<file path="src/rtl/adder_wide_seq.sv">
// Multi-word add/subtract that reuses one 32-bit carry-select adder, LSW first; done pulses WORDS cycles after start.
// There is no backpressure: start is taken only in IDLE or DONE, and the result is held in s/co/ovf until the next completion.

module adder_32bits (
    input  logic [31:0] i_a,
    input  logic [31:0] i_b,
    input  logic        i_ci,
    output logic [31:0] o_s,
    output logic        o_co
);
    logic [16:0] w_lo;
    logic [16:0] w_hi0;
    logic [16:0] w_hi1;

    // The upper half is computed for both carry-ins in parallel; the lower carry selects one.
    assign w_lo  = {1'b0, i_a[15:0]}  + {1'b0, i_b[15:0]}  + {16'd0, i_ci};
    assign w_hi0 = {1'b0, i_a[31:16]} + {1'b0, i_b[31:16]};
    assign w_hi1 = {1'b0, i_a[31:16]} + {1'b0, i_b[31:16]} + 17'd1;

    assign o_s  = {(w_lo[16] ? w_hi1[15:0] : w_hi0[15:0]), w_lo[15:0]};
    assign o_co = w_lo[16] ? w_hi1[16] : w_hi0[16];
endmodule

module adder_wide_seq #(
    parameter int WORDS = 2
) (
    input  logic                clk,
    input  logic                rst,
    input  logic                start,
    input  logic                sub,
    input  logic [32*WORDS-1:0] a,
    input  logic [32*WORDS-1:0] b,
    output logic                busy,
    output logic                done,
    output logic [32*WORDS-1:0] s,
    output logic                co,
    output logic                ovf
);
    localparam int W    = 32 * WORDS;
    localparam int IDXW = (WORDS > 1) ? $clog2(WORDS) : 1;
    localparam logic [IDXW-1:0] LAST_IDX = IDXW'(WORDS - 1);

    localparam logic [1:0] S_IDLE = 2'd0;
    localparam logic [1:0] S_RUN  = 2'd1;
    localparam logic [1:0] S_DONE = 2'd2;

    logic [1:0]      r_state;
    logic [IDXW-1:0] r_idx;
    logic            r_carry;
    logic [W-1:0]    r_opa;
    logic [W-1:0]    r_opb;
    logic [W-1:0]    r_work;
    logic [W-1:0]    r_s;
    logic            r_co;
    logic            r_ovf;

    logic            w_accept;
    logic [IDXW+4:0] w_base;
    logic [31:0]     w_sum;
    logic            w_co;
    logic [W-1:0]    w_result;
    logic            w_ovf;

    assign w_accept = start && ((r_state == S_IDLE) || (r_state == S_DONE));
    assign w_base   = {r_idx, 5'd0};

    adder_32bits u_add (
        .i_a  (r_opa[w_base +: 32]),
        .i_b  (r_opb[w_base +: 32]),
        .i_ci (r_carry),
        .o_s  (w_sum),
        .o_co (w_co)
    );

    // Full result as it will look once the current word lands; only published on the last word.
    always_comb begin
        w_result = r_work;
        w_result[w_base +: 32] = w_sum;
    end

    // r_opb already holds ~b for subtraction, so one rule covers both operations.
    assign w_ovf = (r_opa[W-1] == r_opb[W-1]) && (w_sum[31] != r_opa[W-1]);

    always_ff @(posedge clk or posedge rst) begin
        if (rst) begin
            r_state <= S_IDLE;
            r_idx   <= '0;
            r_carry <= 1'b0;
            r_opa   <= '0;
            r_opb   <= '0;
            r_work  <= '0;
            r_s     <= '0;
            r_co    <= 1'b0;
            r_ovf   <= 1'b0;
        end else begin
            case (r_state)
                S_RUN: begin
                    r_work[w_base +: 32] <= w_sum;
                    r_carry <= w_co;
                    r_idx   <= r_idx + 1'b1;
                    if (r_idx == LAST_IDX) begin
                        r_state <= S_DONE;
                        r_s     <= w_result;
                        r_co    <= w_co;
                        r_ovf   <= w_ovf;
                    end
                end
                S_DONE:  r_state <= S_IDLE;
                default: r_state <= S_IDLE;
            endcase
            if (w_accept) begin
                r_state <= S_RUN;
                r_opa   <= a;
                r_opb   <= sub ? ~b : b;
                r_carry <= sub;
                r_idx   <= '0;
            end
        end
    end

    assign busy = (r_state == S_RUN);
    assign done = (r_state == S_DONE);
    assign s    = r_s;
    assign co   = r_co;
    assign ovf  = r_ovf;
endmodule

</file>
<file path="config.mk">
export PLATFORM = sky130hd
export DESIGN_NAME = adder_wide_seq
export DESIGN_NICKNAME = d
export VERILOG_FILES = /design/src/rtl/adder_wide_seq.sv
export SDC_FILE = /design/constraint.sdc
export NUM_CORES = 1
export LEC_CHECK = 0
export BUFFER_PORTS_ARGS = -buffer_cell sky130_fd_sc_hd__buf_4
export CORE_ASPECT_RATIO = 1.2
export CORE_MARGIN = 2
export CORE_UTILIZATION = 35
export DETAILED_ROUTE_END_ITERATION = 12
export GPL_TIMING_DRIVEN = 0
export HOLD_SLACK_MARGIN = 0.12
export PLACE_DENSITY = 0.52
export SYNTH_ARGS = -nofsm -noshare
export SYNTH_HDL_FRONTEND = slang
export SYNTH_SLANG_ARGS = --single-unit
</file>
<file path="constraint.sdc">
create_clock -name clk -period 8.7 [get_ports clk]
set_input_delay 1.74 -clock clk [delete_from_list [all_inputs] [get_ports clk]]
set_output_delay 1.74 -clock clk [all_outputs]
set_load 0.03 [all_outputs]
</file>
==> metrics.md, run 1 <==
| Metric | Value |
|---|---|
| Run status | completed |
| Synthesized area | 11800 sq um |
| CP Launch Type | flip-flop |
| Final wirelength | 31700 um |
| Worst hold path startpoint | r_work[30]$_DFFE_PP0P_ |
| Critical R2R Launch | r_idx$_DFFE_PP0P_ |
| Max capacitance violation total | 0 |
| DRC violations left | 0 |
| Time the final worst path needs with I/O delays and setup | 5.72 ns |
| Count of flip-flops with a built-in enable after synthesis | 0 |
| GRT Overall Usage | 18.4% |
| Fraction of final layout cells sized beyond drive strength 1 | 28.3% |
| Initial standard-cell utilization of the core | 35.5% |
| CP endpoint kind | flip-flop |
| Crit path DAT | 6.10 ns |
| Ys flop type | sky130_fd_sc_hd__dfrtp_1 |
| Post-detailed-route via-to-cell ratio | 4.75 |
| Number of input and output port buffers inserted | 198 |
| Average routed wire per standard cell | 17.3 um |
| Fin Clk Skew | 0.0199 ns |
| Total count of max-transition violations in the final report | 0 |
| Fraction of registers with async set or reset after synthesis | 100% |
| Total number of vias | 8732 |
| Yosys cell types | 68 |
| Critical Path Source | r_idx$_DFFE_PP0P_ |
| Buffer levels on the longest clock path | 3 |
| Count of final hold-check violations | 0 |
| Cells resized by post-CTS repair | 0 |
| Top cell type's share of synthesized area | 49.0% |
| Most area-consuming cells after synthesis | sky130_fd_sc_hd__dfrtp_1, sky130_fd_sc_hd__mux2_2, sky130_fd_sc_hd__nand2_1, sky130_fd_sc_hd__xnor2_1, sky130_fd_sc_hd__o21ai_0 |
| Maximum fanout along the worst path | 10 |
| Count of state elements after synthesis | 230 |
| Number of setup violations in the final report | 0 |
| Most common cell in the netlist | sky130_fd_sc_hd__nand2_1 |
| Number of cell rows | 73 |
| Number of instances in the synthesized netlist | 1142 |
| DP Wirelength | 24300 um |
| Setup repair after global routing missed its margin | no |
| CTS H-Tree Depth | 1 |
| Via count of the first global-routing pass | 8994 |
| Die area | 35100 sq um |
| Clock tree from TritonCTS | done |
| Core area | 33100 sq um |
| Initial antenna violation count | 0 |
| Sequential element share of the synthesized area | 49.0% |
| Final clock period utilization by the worst path | 65.7% |
| Critical path class | flip-flop to flip-flop |
| Wire length of the first global-routing pass | 50100 um |
| Layout overhead on the synthesized area | 25.9% |
| Number of antenna-violating nets in the routed design | 0 |
| GP Congestion | 0.832 |
| CTS sink cnt | 230 |
| Post-CTS Setup Bufs | 0 |
| Most numerous cell types in the synthesized netlist | sky130_fd_sc_hd__nand2_1, sky130_fd_sc_hd__dfrtp_1, sky130_fd_sc_hd__mux2_2 |
| Worst Tran Pin Value | 0.786 ns |
| Hold/Removal Path Class | flip-flop to flip-flop |
| Clock transition at the registers of the reported paths | 0.07 ns |
| Largest net degree at the start of global routing | 126 |
| NumNets Final | 1536 |
| Achievable Freq | 175 MHz |
| Number of detailed-routing iterations run before antenna repair | 4 |
| Number of placed I/O pins | 200 |
| Required time reported for the critical path endpoint | 9.08 ns |
| Antenna diode count | 0 |
| Mean instance size in the synthesized netlist | 10.3 sq um |
| Worst hold-check slack | 0.470 ns |
| Net count after synthesis | 1309 |
| First DRT Iteration DRCs | 378 |
| Root Driver | sky130_fd_sc_hd__clkbuf_16 |
| Relative slew slack | 47.6% |
| Clock buffer count from CTS | 26 |
| Die height | 205 um |
| Cell count after placement | 1791 |
| Overflow after GRT | 0 |
| Number of warnings issued by yosys | 0 |
| Horizontal die dimension | 171 um |
| Quantity of hold-fixing buffers added after cts | 0 |
| Skew-Pair Late Insertion Delay | 0.53 ns |
| Cell type with the highest aggregate area in the netlist | sky130_fd_sc_hd__dfrtp_1 |
| Cell Count, Final, Fillers Out | 1839 |
==> state kept, by name (all words and copies together) (netlist names) <==
name	cells
r_state	2
r_idx	1
r_opb	64
co	1
r_carry	1
r_work	32
r_opa	64
ovf	1
s	64
==> path summary, 6_finish.rpt <==
check | to | slack (ns) | cells past startpoint
worst max-delay path | r_carry$_DFFE_PP0P_ | 2.98 | 17
worst min-delay path | s[30]$_DFFE_PP0P_ | 0.47 | 2
worst max register to register | r_carry$_DFFE_PP0P_ | 2.98 | 17
worst min register to register | s[30]$_DFFE_PP0P_ | 0.47 | 2
max in group asynchronous | s[6]$_DFFE_PP0P_ | 6.27 | 3
min in group asynchronous | r_opa[18]$_DFFE_PP0P_ | 1.35 | 2
==> through the flow <==
stage	util [%]	area (sq um)	setup slack [ns]	TNS, ns
after floorplan	-	11800	0.655	0
after global placement	41.7	13800	-2.28	-518.44
after detailed placement	41.8	13800	2.92	0
after CTS	44.8	14800	2.90	0
after global routing	44.8	14800	2.57	0
final	44.8	14800	2.98	0
==> cells in the final DEF, fill, tap and decap left out, types with 11 or more instances in the layout <==
master | netlist | final
sky130_fd_sc_hd__nand2_1 | 239 | 239
sky130_fd_sc_hd__dfrtp_1 | 230 | 230
sky130_fd_sc_hd__buf_4 | 0 | 198
sky130_fd_sc_hd__mux2_2 | 128 | 128
sky130_fd_sc_hd__o21ai_0 | 110 | 110
sky130_fd_sc_hd__xnor2_1 | 85 | 85
sky130_fd_sc_hd__clkbuf_1 | 52 | 56
sky130_fd_sc_hd__nor2_1 | 36 | 36
sky130_fd_sc_hd__ha_1 | 32 | 32
sky130_fd_sc_hd__clkbuf_16 | 0 | 27
sky130_fd_sc_hd__a21oi_1 | 23 | 23
sky130_fd_sc_hd__nand2b_1 | 17 | 17
sky130_fd_sc_hd__inv_1 | 16 | 15
sky130_fd_sc_hd__xor2_1 | 15 | 15
sky130_fd_sc_hd__a21o_1 | 12 | 12
sky130_fd_sc_hd__o21ai_1 | 11 | 11
sky130_fd_sc_hd__buf_1 | 11 | 11
sky130_fd_sc_hd__o21a_1 | 11 | 11
sky130_fd_sc_hd__nand3_1 | 11 | 11
==> cell type report <==
| type | instances | area, sq um |
|---|---|---|
| Timing Repair Buffer | 199 | 1510 |
| Clock inverter | 14 | 233 |
| Buffer | 68 | 287 |
| Fill cell | 3282 | 18300 |
| Multi-Input combinational cell | 828 | 5650 |
| Tap cell | 450 | 563 |
| Inverter | 16 | 67.6 |
| Sequential cell | 230 | 5760 |
| Clock buffer | 34 | 732 |
==> critical path, stage by stage, from the launching register on <==
cell and delay (ns):
sky130_fd_sc_hd__dfrtp_1 0.43, sky130_fd_sc_hd__buf_1 0.56, sky130_fd_sc_hd__clkbuf_1 0.59, sky130_fd_sc_hd__mux2_2 0.44
sky130_fd_sc_hd__ha_1 0.25, sky130_fd_sc_hd__fa_1 0.43, sky130_fd_sc_hd__a211oi_2 0.39, sky130_fd_sc_hd__or2_1 0.18
sky130_fd_sc_hd__buf_6 0.12, sky130_fd_sc_hd__nand4_1 0.14, sky130_fd_sc_hd__a22oi_4 0.26, sky130_fd_sc_hd__and4b_1 0.24
sky130_fd_sc_hd__buf_6 0.13, sky130_fd_sc_hd__nand2_1 0.05, sky130_fd_sc_hd__nor4_1 0.44, sky130_fd_sc_hd__nand4_1 0.20
sky130_fd_sc_hd__xnor2_1 0.49, sky130_fd_sc_hd__o221ai_1 0.22
==> routing by layer <==
metal	vias up	wire length [um]	global-route usage (%)
met3	34	1350	2.20
met1	4182	14900	25.7
met2	168	15000	30.8
met4	0	536	4.06
met5	-	0	0
li1	4348	-	-
==> cells by family (layout without fill, tap and decap cells) <==
kind of cell | after synthesis | after routing | synth area share [%]
DFF | 230 | 230 | 49.0
xor gates and xnor gates | 100 | 100 | 7.45
muxes | 135 | 135 | 12.9
AOI/OAI and AO/OA | 205 | 205 | 10.5
and+or+nand+nor | 353 | 353 | 13.4
adders and majority gates | 35 | 35 | 3.92
buffers and inverters | 84 | 331 | 2.95
Power of run 1 is left out: the tool's default activity adds up to more than one toggle a clock period on the data nets, which glitch-free logic cannot reach.
==> inputs of run 2 (changes only) <==
- PLACE_DENSITY: 0.52 -> 0.54
- clock period: 8.7 -> 4.63 ns (I/O delays scaled with it)
==> run 2 against run 1 <==
Register-to-register slack lost 2.7 ns. Critical path depth up 1. Design area grew 0.66%. Via count up 0.86%. First-iteration DRC count up 10%. Cell count is 0.16% higher. Maximum frequency rose by 31%. Global-route usage increased by 0.27 points. Die area unchanged. Count of clock-buffer cells in the layout is 1 lower. Utilization is 0.30 points higher. Critical endpoint is now co$_DFFE_PP0P_. Sequential cell count unchanged.
==> metrics.md, run 2 (synthesis results as in run 1) <==
| Metric | Value |
|---|---|
| GRT Overall Usage | 18.7% |
| CP endpoint kind | flip-flop |
| Crit path largest cell delay | 0.42 ns |
| Setup repair after global routing missed its margin | yes |
| Overflow after GRT | 0 |
| Largest net degree at the start of global routing | 42 |
| Clock buffer count from CTS | 25 |
| Clock tree from TritonCTS | done |
| Most used cells in the layout excluding fill and tap cells | sky130_fd_sc_hd__nand2_1, sky130_fd_sc_hd__dfrtp_1, sky130_fd_sc_hd__buf_4 |
| Worst Tran Pin Value | 0.758 ns |
| Hold/Removal Path Class | primary input to async pin |
| Sequence of cells on the critical path | buf_8 -> buf_8 -> mux2_2 -> ha_1 -> fa_2 -> a211oi_4 -> or2_1 -> buf_6 -> nand4_1 -> a22oi_4 -> and4b_1 -> buf_6 -> nand2_1 -> nor4_4 -> nand4_1 -> xnor2_2 -> buf_4 -> o21ai_0 |
| Final clock period utilization by the worst path | 94.3% |
| Most common cell after layout, fill and taps aside | sky130_fd_sc_hd__nand2_1 |
| Initial antenna violation count | 1 |
| Number of input and output port buffers inserted | 198 |
| Total count of max-transition violations in the final report | 0 |
| Horizontal die dimension | 171 um |
| Antenna diode count | 0 |
| Routed metal-1 wire length | 14600 um |
| Number of detailed-routing iterations run before antenna repair | 4 |
| Fin Clk Skew | 0.0129 ns |
| Wire length of the first global-routing pass | 51100 um |
| Run status | completed |
| Required time reported for the critical path endpoint | 5.03 ns |
| Buffer levels on the longest clock path | 3 |
| GP Congestion | 0.842 |
| First DRT Iteration DRCs | 416 |
| Total length of routed met3 wires | 1380 um |
| Fraction of final layout cells sized beyond drive strength 1 | 29.7% |
| Number of antenna-violating nets in the routed design | 0 |
| CTS sink cnt | 230 |
| Number of placed I/O pins | 200 |
| Clock transition at the registers of the reported paths | 0.06 ns |
| Time the final worst path needs with I/O delays and setup | 4.37 ns |
| Via count of the first global-routing pass | 9168 |
| Final wirelength | 32300 um |
| Die height | 205 um |
| Core area | 33100 sq um |
| CP Launch Type | flip-flop |
| Skew-Pair Late Insertion Delay | 0.53 ns |
| Post-detailed-route via-to-cell ratio | 4.78 |
| Total number of vias | 8807 |
| Crit path DAT | 4.77 ns |
| CTS H-Tree Depth | 1 |
| Max capacitance violation total | 0 |
| Setup TNS after final layout | 0 ns |
| Achievable Freq | 229 MHz |
| Root Driver | sky130_fd_sc_hd__clkbuf_16 |
| Count of final hold-check violations | 0 |
| Critical path class | flip-flop to flip-flop |
| Met2 wirelength from detailed routing | 15600 um |
| Initial standard-cell utilization of the core | 35.5% |
| Number of setup violations in the final report | 0 |
| Number of cell rows | 73 |
| Highest signal layer in the routed design | met5 |
| Average routed wire per standard cell | 17.5 um |
| Standard cell with the maximum stage delay on the critical path | sky130_fd_sc_hd__dfrtp_2 |
| DRC violations left | 0 |
| DP Wirelength | 25000 um |
| Relative slew slack | 48.8% |
| Fill cell instance count of the final layout | 3303 |
| Die area | 35100 sq um |
| NumNets Final | 1542 |
| Maximum fanout along the worst path | 10 |
| Layout overhead on the synthesized area | 26.8% |
[run 2: cell type report]
class | instances | area [sq um] | share of cell area, %
Buffer | 68 | 315 | 2.12
Sequential cell | 230 | 5760 | 38.6
Multi-Input combinational cell | 828 | 5720 | 38.4
Clock inverter | 11 | 159 | 1.07
Inverter | 16 | 63.8 | 0.428
Tap cell | 450 | 563 | 3.78
Clock buffer | 33 | 696 | 4.67
Timing Repair Buffer | 206 | 1620 | 10.9
[run 2: metrics by stage]
step	setup slack, ns	hold WS (ns)	utilization (%)	std cells	instance area, sq um
after floorplan	0.230	0.433	-	1142	11800
after global placement	-1.11	0.456	41.8	1790	13800
after detailed placement	-1.16	0.460	42.1	1796	13900
after CTS	0.00467	0.322	44.9	1841	14800
after global routing	-0.0125	0.337	45.1	1842	14900
final	0.263	0.339	45.1	1842	14900
[run 2: final timing paths]
kind                                         from  slack [ns]  depth (start not counted)                 to
min                                           rst        0.34                          2  s[25]$_DFFE_PP0P_
max                             r_idx$_DFFE_PP0P_        0.26                         18     co$_DFFE_PP0P_
min reg2reg                r_work[25]$_DFFE_PP0P_        0.47                          2  s[25]$_DFFE_PP0P_
max reg2reg                     r_idx$_DFFE_PP0P_        0.26                         18     co$_DFFE_PP0P_
max in group asynchronous                     rst        3.30                          5  s[12]$_DFFE_PP0P_
min in group clk           r_work[25]$_DFFE_PP0P_        0.47                          2  s[25]$_DFFE_PP0P_
[run 2: layer usage]
| layer | up-vias | GRT usage (%) |
|---|---|---|
| met3 | 47 | 2.09 |
| li1 | 4358 | - |
| met5 | - | 0 |
| met2 | 180 | 31.9 |
| met4 | 2 | 4.45 |
| met1 | 4220 | 25.5 |
[run 2: repair_timing]
item                       CTS  global route
buffers inserted             1             1
setup endpoints to repair   20             9
resized for setup           11            15
pin swaps                    2             6
hold buffers                 0             0
[run 2: worst max-delay path, delay by kind of cell (launching register included)]
kind                     cells  cell delay [ns]
flip-flops                   1             0.42
buffers and inverters        5             0.76
AO/OA/AOI/OAI                3             0.70
XOR/XNOR                     1             0.25
AND/OR/NAND/NOR              6             1.10
multiplexers                 1             0.37
adder cells (fa/ha/maj)      2             0.64
Power of run 2 is left out for the same reason.
